===== src/rtl/bram_port_arbiter.sv =====
// Two-requester arbiter sharing one block-RAM port, with registered issue
// and a latency-matched tag pipe that steers read data back to its owner.
module bram_port_arbiter #(
  parameter int DATA     = 8,
  parameter int ADDR     = 15,
  parameter int RD_LAT   = 1,
  parameter int ARB_MODE = 0
) (
  input  logic            clk,
  input  logic            rst,
  input  logic            r0_req,
  input  logic            r0_wr,
  input  logic [ADDR-1:0] r0_addr,
  input  logic [DATA-1:0] r0_din,
  output logic            r0_ack,
  output logic            r0_rvalid,
  input  logic            r1_req,
  input  logic            r1_wr,
  input  logic [ADDR-1:0] r1_addr,
  input  logic [DATA-1:0] r1_din,
  output logic            r1_ack,
  output logic            r1_rvalid,
  output logic [DATA-1:0] rdata,
  output logic            m_en,
  output logic            m_wr,
  output logic [ADDR-1:0] m_addr,
  output logic [DATA-1:0] m_din,
  input  logic [DATA-1:0] m_dout
);

  logic            gnt0;
  logic            gnt1;
  logic            xfer;
  logic            sel_wr;
  logic [ADDR-1:0] sel_addr;
  logic [DATA-1:0] sel_din;

  logic            last_gnt_q;
  logic            last_gnt_d;
  logic            m_en_q;
  logic            m_en_d;
  logic            m_wr_q;
  logic            m_wr_d;
  logic [ADDR-1:0] m_addr_q;
  logic [ADDR-1:0] m_addr_d;
  logic [DATA-1:0] m_din_q;
  logic [DATA-1:0] m_din_d;

  // stage k holds the tag of an access issued k+1 cycles ago
  logic [RD_LAT:0] tag_vld_q;
  logic [RD_LAT:0] tag_vld_d;
  logic [RD_LAT:0] tag_own_q;
  logic [RD_LAT:0] tag_own_d;

  always_comb begin
    gnt0 = 1'b0;
    gnt1 = 1'b0;
    if (!rst) begin
      unique case ({r0_req, r1_req})
        2'b10: gnt0 = 1'b1;
        2'b01: gnt1 = 1'b1;
        2'b11: begin
          // last_gnt_q high means r1 won last, so r0 gets the tie
          if (ARB_MODE != 0 || last_gnt_q) gnt0 = 1'b1;
          else gnt1 = 1'b1;
        end
        default: ;
      endcase
    end
  end

  assign r0_ack = gnt0;
  assign r1_ack = gnt1;
  assign xfer   = gnt0 | gnt1;

  always_comb begin
    sel_wr   = r0_wr;
    sel_addr = r0_addr;
    sel_din  = r0_din;
    if (gnt1) begin
      sel_wr   = r1_wr;
      sel_addr = r1_addr;
      sel_din  = r1_din;
    end
  end

  always_comb begin
    last_gnt_d = last_gnt_q;
    m_en_d     = xfer;
    m_wr_d     = xfer & sel_wr;
    m_addr_d   = m_addr_q;
    m_din_d    = m_din_q;
    if (xfer) begin
      last_gnt_d = gnt1;
      m_addr_d   = sel_addr;
      m_din_d    = sel_din;
    end
    tag_vld_d = {tag_vld_q[RD_LAT-1:0], xfer & ~sel_wr};
    tag_own_d = {tag_own_q[RD_LAT-1:0], gnt1};
  end

  always_ff @(posedge clk) begin
    if (rst) begin
      last_gnt_q <= 1'b1;
      m_en_q     <= 1'b0;
      m_wr_q     <= 1'b0;
      m_addr_q   <= '0;
      m_din_q    <= '0;
      tag_vld_q  <= '0;
      tag_own_q  <= '0;
    end else begin
      last_gnt_q <= last_gnt_d;
      m_en_q     <= m_en_d;
      m_wr_q     <= m_wr_d;
      m_addr_q   <= m_addr_d;
      m_din_q    <= m_din_d;
      tag_vld_q  <= tag_vld_d;
      tag_own_q  <= tag_own_d;
    end
  end

  assign m_en   = m_en_q;
  assign m_wr   = m_wr_q;
  assign m_addr = m_addr_q;
  assign m_din  = m_din_q;

  assign r0_rvalid = tag_vld_q[RD_LAT] & ~tag_own_q[RD_LAT];
  assign r1_rvalid = tag_vld_q[RD_LAT] &  tag_own_q[RD_LAT];

  // unregistered pass of RAM data, forced to zero outside a return slot
  assign rdata = tag_vld_q[RD_LAT] ? m_dout : '0;

endmodule


===== config.mk =====
export PLATFORM = sky130hd
export DESIGN_NAME = bram_port_arbiter
export DESIGN_NICKNAME = d
export VERILOG_FILES = /design/src/rtl/bram_port_arbiter.sv
export SDC_FILE = /design/constraint.sdc
export NUM_CORES = 1
export LEC_CHECK = 0
export BUFFER_PORTS_ARGS = -buffer_cell sky130_fd_sc_hd__clkbuf_2
export CAP_MARGIN = 20
export CELL_PAD_IN_SITES_DETAIL_PLACEMENT = 0
export CELL_PAD_IN_SITES_GLOBAL_PLACEMENT = 1
export CORE_MARGIN = 1
export CORE_UTILIZATION = 30
export CTS_CLUSTER_SIZE = 40
export DETAILED_ROUTE_END_ITERATION = 16
export GPL_ROUTABILITY_DRIVEN = 0
export PLACE_DENSITY_LB_ADDON = 0.1
export SETUP_SLACK_MARGIN = 0.5
export SYNTH_ARGS = -nofsm -noshare
export SYNTH_HDL_FRONTEND = slang
export SYNTH_SLANG_ARGS = --single-unit

===== constraint.sdc =====
create_clock -name clk -period 2.95 [get_ports clk]
set_input_delay 0.59 -clock clk [delete_from_list [all_inputs] [get_ports clk]]
set_output_delay 0.59 -clock clk [all_outputs]
set_load 0.01 [all_outputs]

==> out/metrics.csv <==
stage,metric,value,unit
run_status,outcome,"finished, final reports clean",
clock_network,hold buffer count at cts,0,
place,number of port buffers,96,
timing,post-layout min period,2.256,ns
logic_synthesis,Synth Net Count,203,
timing,RSZ-0062 raised after global routing,no,
logic_synthesis,register area share after synthesis,43.28,%
worst_setup_path,crit path kind,input port to primary output,
worst_setup_path,CP most frequent cell,clkbuf_2,
logic_synthesis,Synth Area per Inst,9.703,um^2
layout,nets,294,
detailed_routing,initial DRC count,58,
grt,global routing usage on met1,17.38,%
grt,pin count of the biggest net entering global routing,31,
clock_network,postcts setup bufs,0,
place,Post-DP HPWL,2796,um
timing,Slew headroom,59.00,%
power,total power,1.013,mW
detailed_routing,drt total wl,3860,um
clock_network,clk slew on worst S/H paths,0.06,ns
worst_setup_path,CP Launch Type,input port,
clock_network,post-CTS resize count,0,
worst_setup_path,CP endpoint kind,primary output,
grt,first-pass GRT wire length,6389,um
grt,GR Layer Usage met2,29.49,%
clock_network,CTS HTree Levels,2,
logic_synthesis,largest area contributor in the netlist,dfxtp_1,
detailed_routing,WL/cell,13.45,um
clock_network,cts bufs inserted,5,
grt,antenna violations before repair,0,
clock_network,CTS tree,done,
logic_synthesis,ys async rst share,0,%
layout,FILL cells,456,
grt,vias in the first global route,1450,
clock_network,CTS Buffer Depth,2,
logic_synthesis,ys flop type,dfxtp_1,
grt,overall routing resource usage,16.13,%
logic_synthesis,area of the mapped netlist,0.001388,mm^2
clock_network,Root Buffer,clkbuf_8,
grt,GR Layer Usage met3,4.329,%
floorplan,core region area,0.004414,mm^2
detailed_routing,drc violations,0,
detailed_routing,Detailed Routing Iterations Pass 1,4,
worst_setup_path,"Arr. time, crit path",1.67,ns
timing,Max Freq,443.2,MHz
floorplan,DIE AREA,0.004901,mm^2
timing,final period utilization,76.49,%
logic_synthesis,synth top area cells,"dfxtp_1, a2111oi_0, a221o_1",
timing,setup_tns,0,ns
floorplan,Die H,70.01,um
worst_setup_path,crit-path max cell delay,0.47,ns
timing,Clock Skews,0.002172,ns
timing,Final setup viols,0,
layout,"Core Util, Final",44.87,%
logic_synthesis,top-area cell type share of the netlist area,43.28,%
worst_setup_path,WP data required,2.36,ns
detailed_routing,vias per cell,5.174,
min_path,worst hold path class,flip-flop to flip-flop,
floorplan,DIE WIDTH,70.01,um
floorplan,IO Pins,97,
logic_synthesis,distinct cell type count after synthesis,23,
timing,final hold slack,0.4360,ns
power,VDD IR-drop max,0.0001839,V
detailed_routing,Final ANT Viol Nets,0,
clock_network,worst skew pair latency,0.28,ns
timing,Max Slew Vio Count,0,
worst_setup_path,slowest CP cell,and3_4,
floorplan,num rows,24,
logic_synthesis,"flops & latches, synth",30,
logic_synthesis,number of synthesized flops with an enable pin,0,
floorplan,Initial Util,31.43,%
layout,synthesis-to-layout area growth,42.74,%
layout,n_diodes,0,
power,Static Leakage,1.035,nW
logic_synthesis,number of synthesis warnings,0,
timing,Fin. Hold Viols,0,
layout,share of post-route cells with drive strength above 1,49.36,%
worst_setup_path,"critical path, cell by cell",clkbuf_2 > and3_4 > clkbuf_2,
job,Max Cap Viol,0,
detailed_routing,vias post-DR,1485,
worst_setup_path,CP max FO,30,
grt,global route hottest layer,met2,
clock_network,clock sinks,30,
logic_synthesis,Post-Syn Instances,143,
timing,worst slew pin tran,0.6143,ns
grt,GRT overflow,0,
power,power per standard cell area,511.5,mW/mm^2
## state kept, by name, summed over array words and instances, names as in the netlist
signal	cells
last_gnt_q	1
m_addr	15
m_din	8
m_en	1
m_wr	1
tag_own_q	2
tag_vld_q	2
## layer usage
| metal | wire length [um] | vias up |
|---|---|---|
| met5 | 0 | - |
| met4 | 59 | 0 |
| met1 | 1644 | 685 |
| met2 | 1869 | 64 |
| li1 | - | 729 |
| met3 | 286 | 7 |
## layout by cell type (no fill, tap or decap)
master	Yosys	final
nor2_1	2	2
inv_1	27	27
a221o_1	20	20
clkbuf_2	0	96
clkbuf_8	0	8
and4_2	1	1
o21ai_0	1	1
a221o_2	3	3
a21oi_1	1	1
nor4_1	1	1
a31oi_1	1	1
nor2b_1	3	3
dfxtp_1	30	30
and3_4	1	1
buf_4	0	3
and3_2	1	1
o21a_1	1	1
and2_1	9	9
nand2_2	1	1
a2111oi_0	23	23
nor3_2	1	1
and2_2	1	1
## critical path, delay by kind of cell
| kind | cells | cell delay [ns] |
|---|---|---|
| buffers and inverters | 2 | 0.59 |
| AND/OR/NAND/NOR | 1 | 0.47 |
## cell usage after synthesis (2+ instances only)
| library cell | n |
|---|---|
| buf_6 | 2 |
| inv_1 | 27 |
| buf_2 | 2 |
| a2111oi_0 | 23 |
| a221o_1 | 20 |
| and2_1 | 9 |
| a221o_2 | 3 |
| nor2_1 | 2 |
| nor2b_1 | 3 |
| dfxtp_1 | 30 |
| clkbuf_1 | 10 |
## cell families after synthesis
logic type / count (synthesis) / synth area share, %
and+or+nand+nor: 21 / 10.19
DFF: 30 / 43.28
buffers and inverters: 42 / 13.44
AOI/OAI and AO/OA: 50 / 33.09
## through the flow
step | setup WS (ns) | area [um^2] | cells
3_5_place_dp | 0.6860 | 1871 | 279
4_1_cts | 0.6913 | 1981 | 287
6_report | 0.6935 | 1981 | 287
3_3_place_gp | 0.7166 | 1871 | 279
5_1_grt | 0.6075 | 1981 | 287
2_1_floorplan | 0.9945 | 1388 | 143
## cell type report
type	instances	area, um^2	area share [%]
Clock buffer	8	110.1	5.559
Timing Repair Buffer	99	503.0	25.39
Sequential cell	30	600.6	30.32
Tap cell	52	65.06	3.285
Inverter	27	101.3	5.117
Multi-Input combinational cell	71	600.6	30.32
## where the power goes
part	leakage [nW]	total, mW	internal (mW)	switching (mW)
Sequential	0.249	0.454	0.437	0.0167
Clock	0.0575	0.390	0.235	0.154
Combinational	0.729	0.170	0.0835	0.0862
## final timing paths
path	cells after the start	slack, ns	to	from
hold / removal	1	0.44	tag_vld_q[1]$_SDFF_PP0_	tag_vld_q[0]$_SDFF_PP0_
setup / recovery	3	0.69	r1_ack	r1_req
hold reg to reg	1	0.44	tag_vld_q[1]$_SDFF_PP0_	tag_vld_q[0]$_SDFF_PP0_
setup reg to reg	3	1.51	m_addr[12]$_SDFFE_PP0P_	last_gnt_q$_SDFFE_PP1P_
No activity file was read; power rests on OpenSTA's default activity.
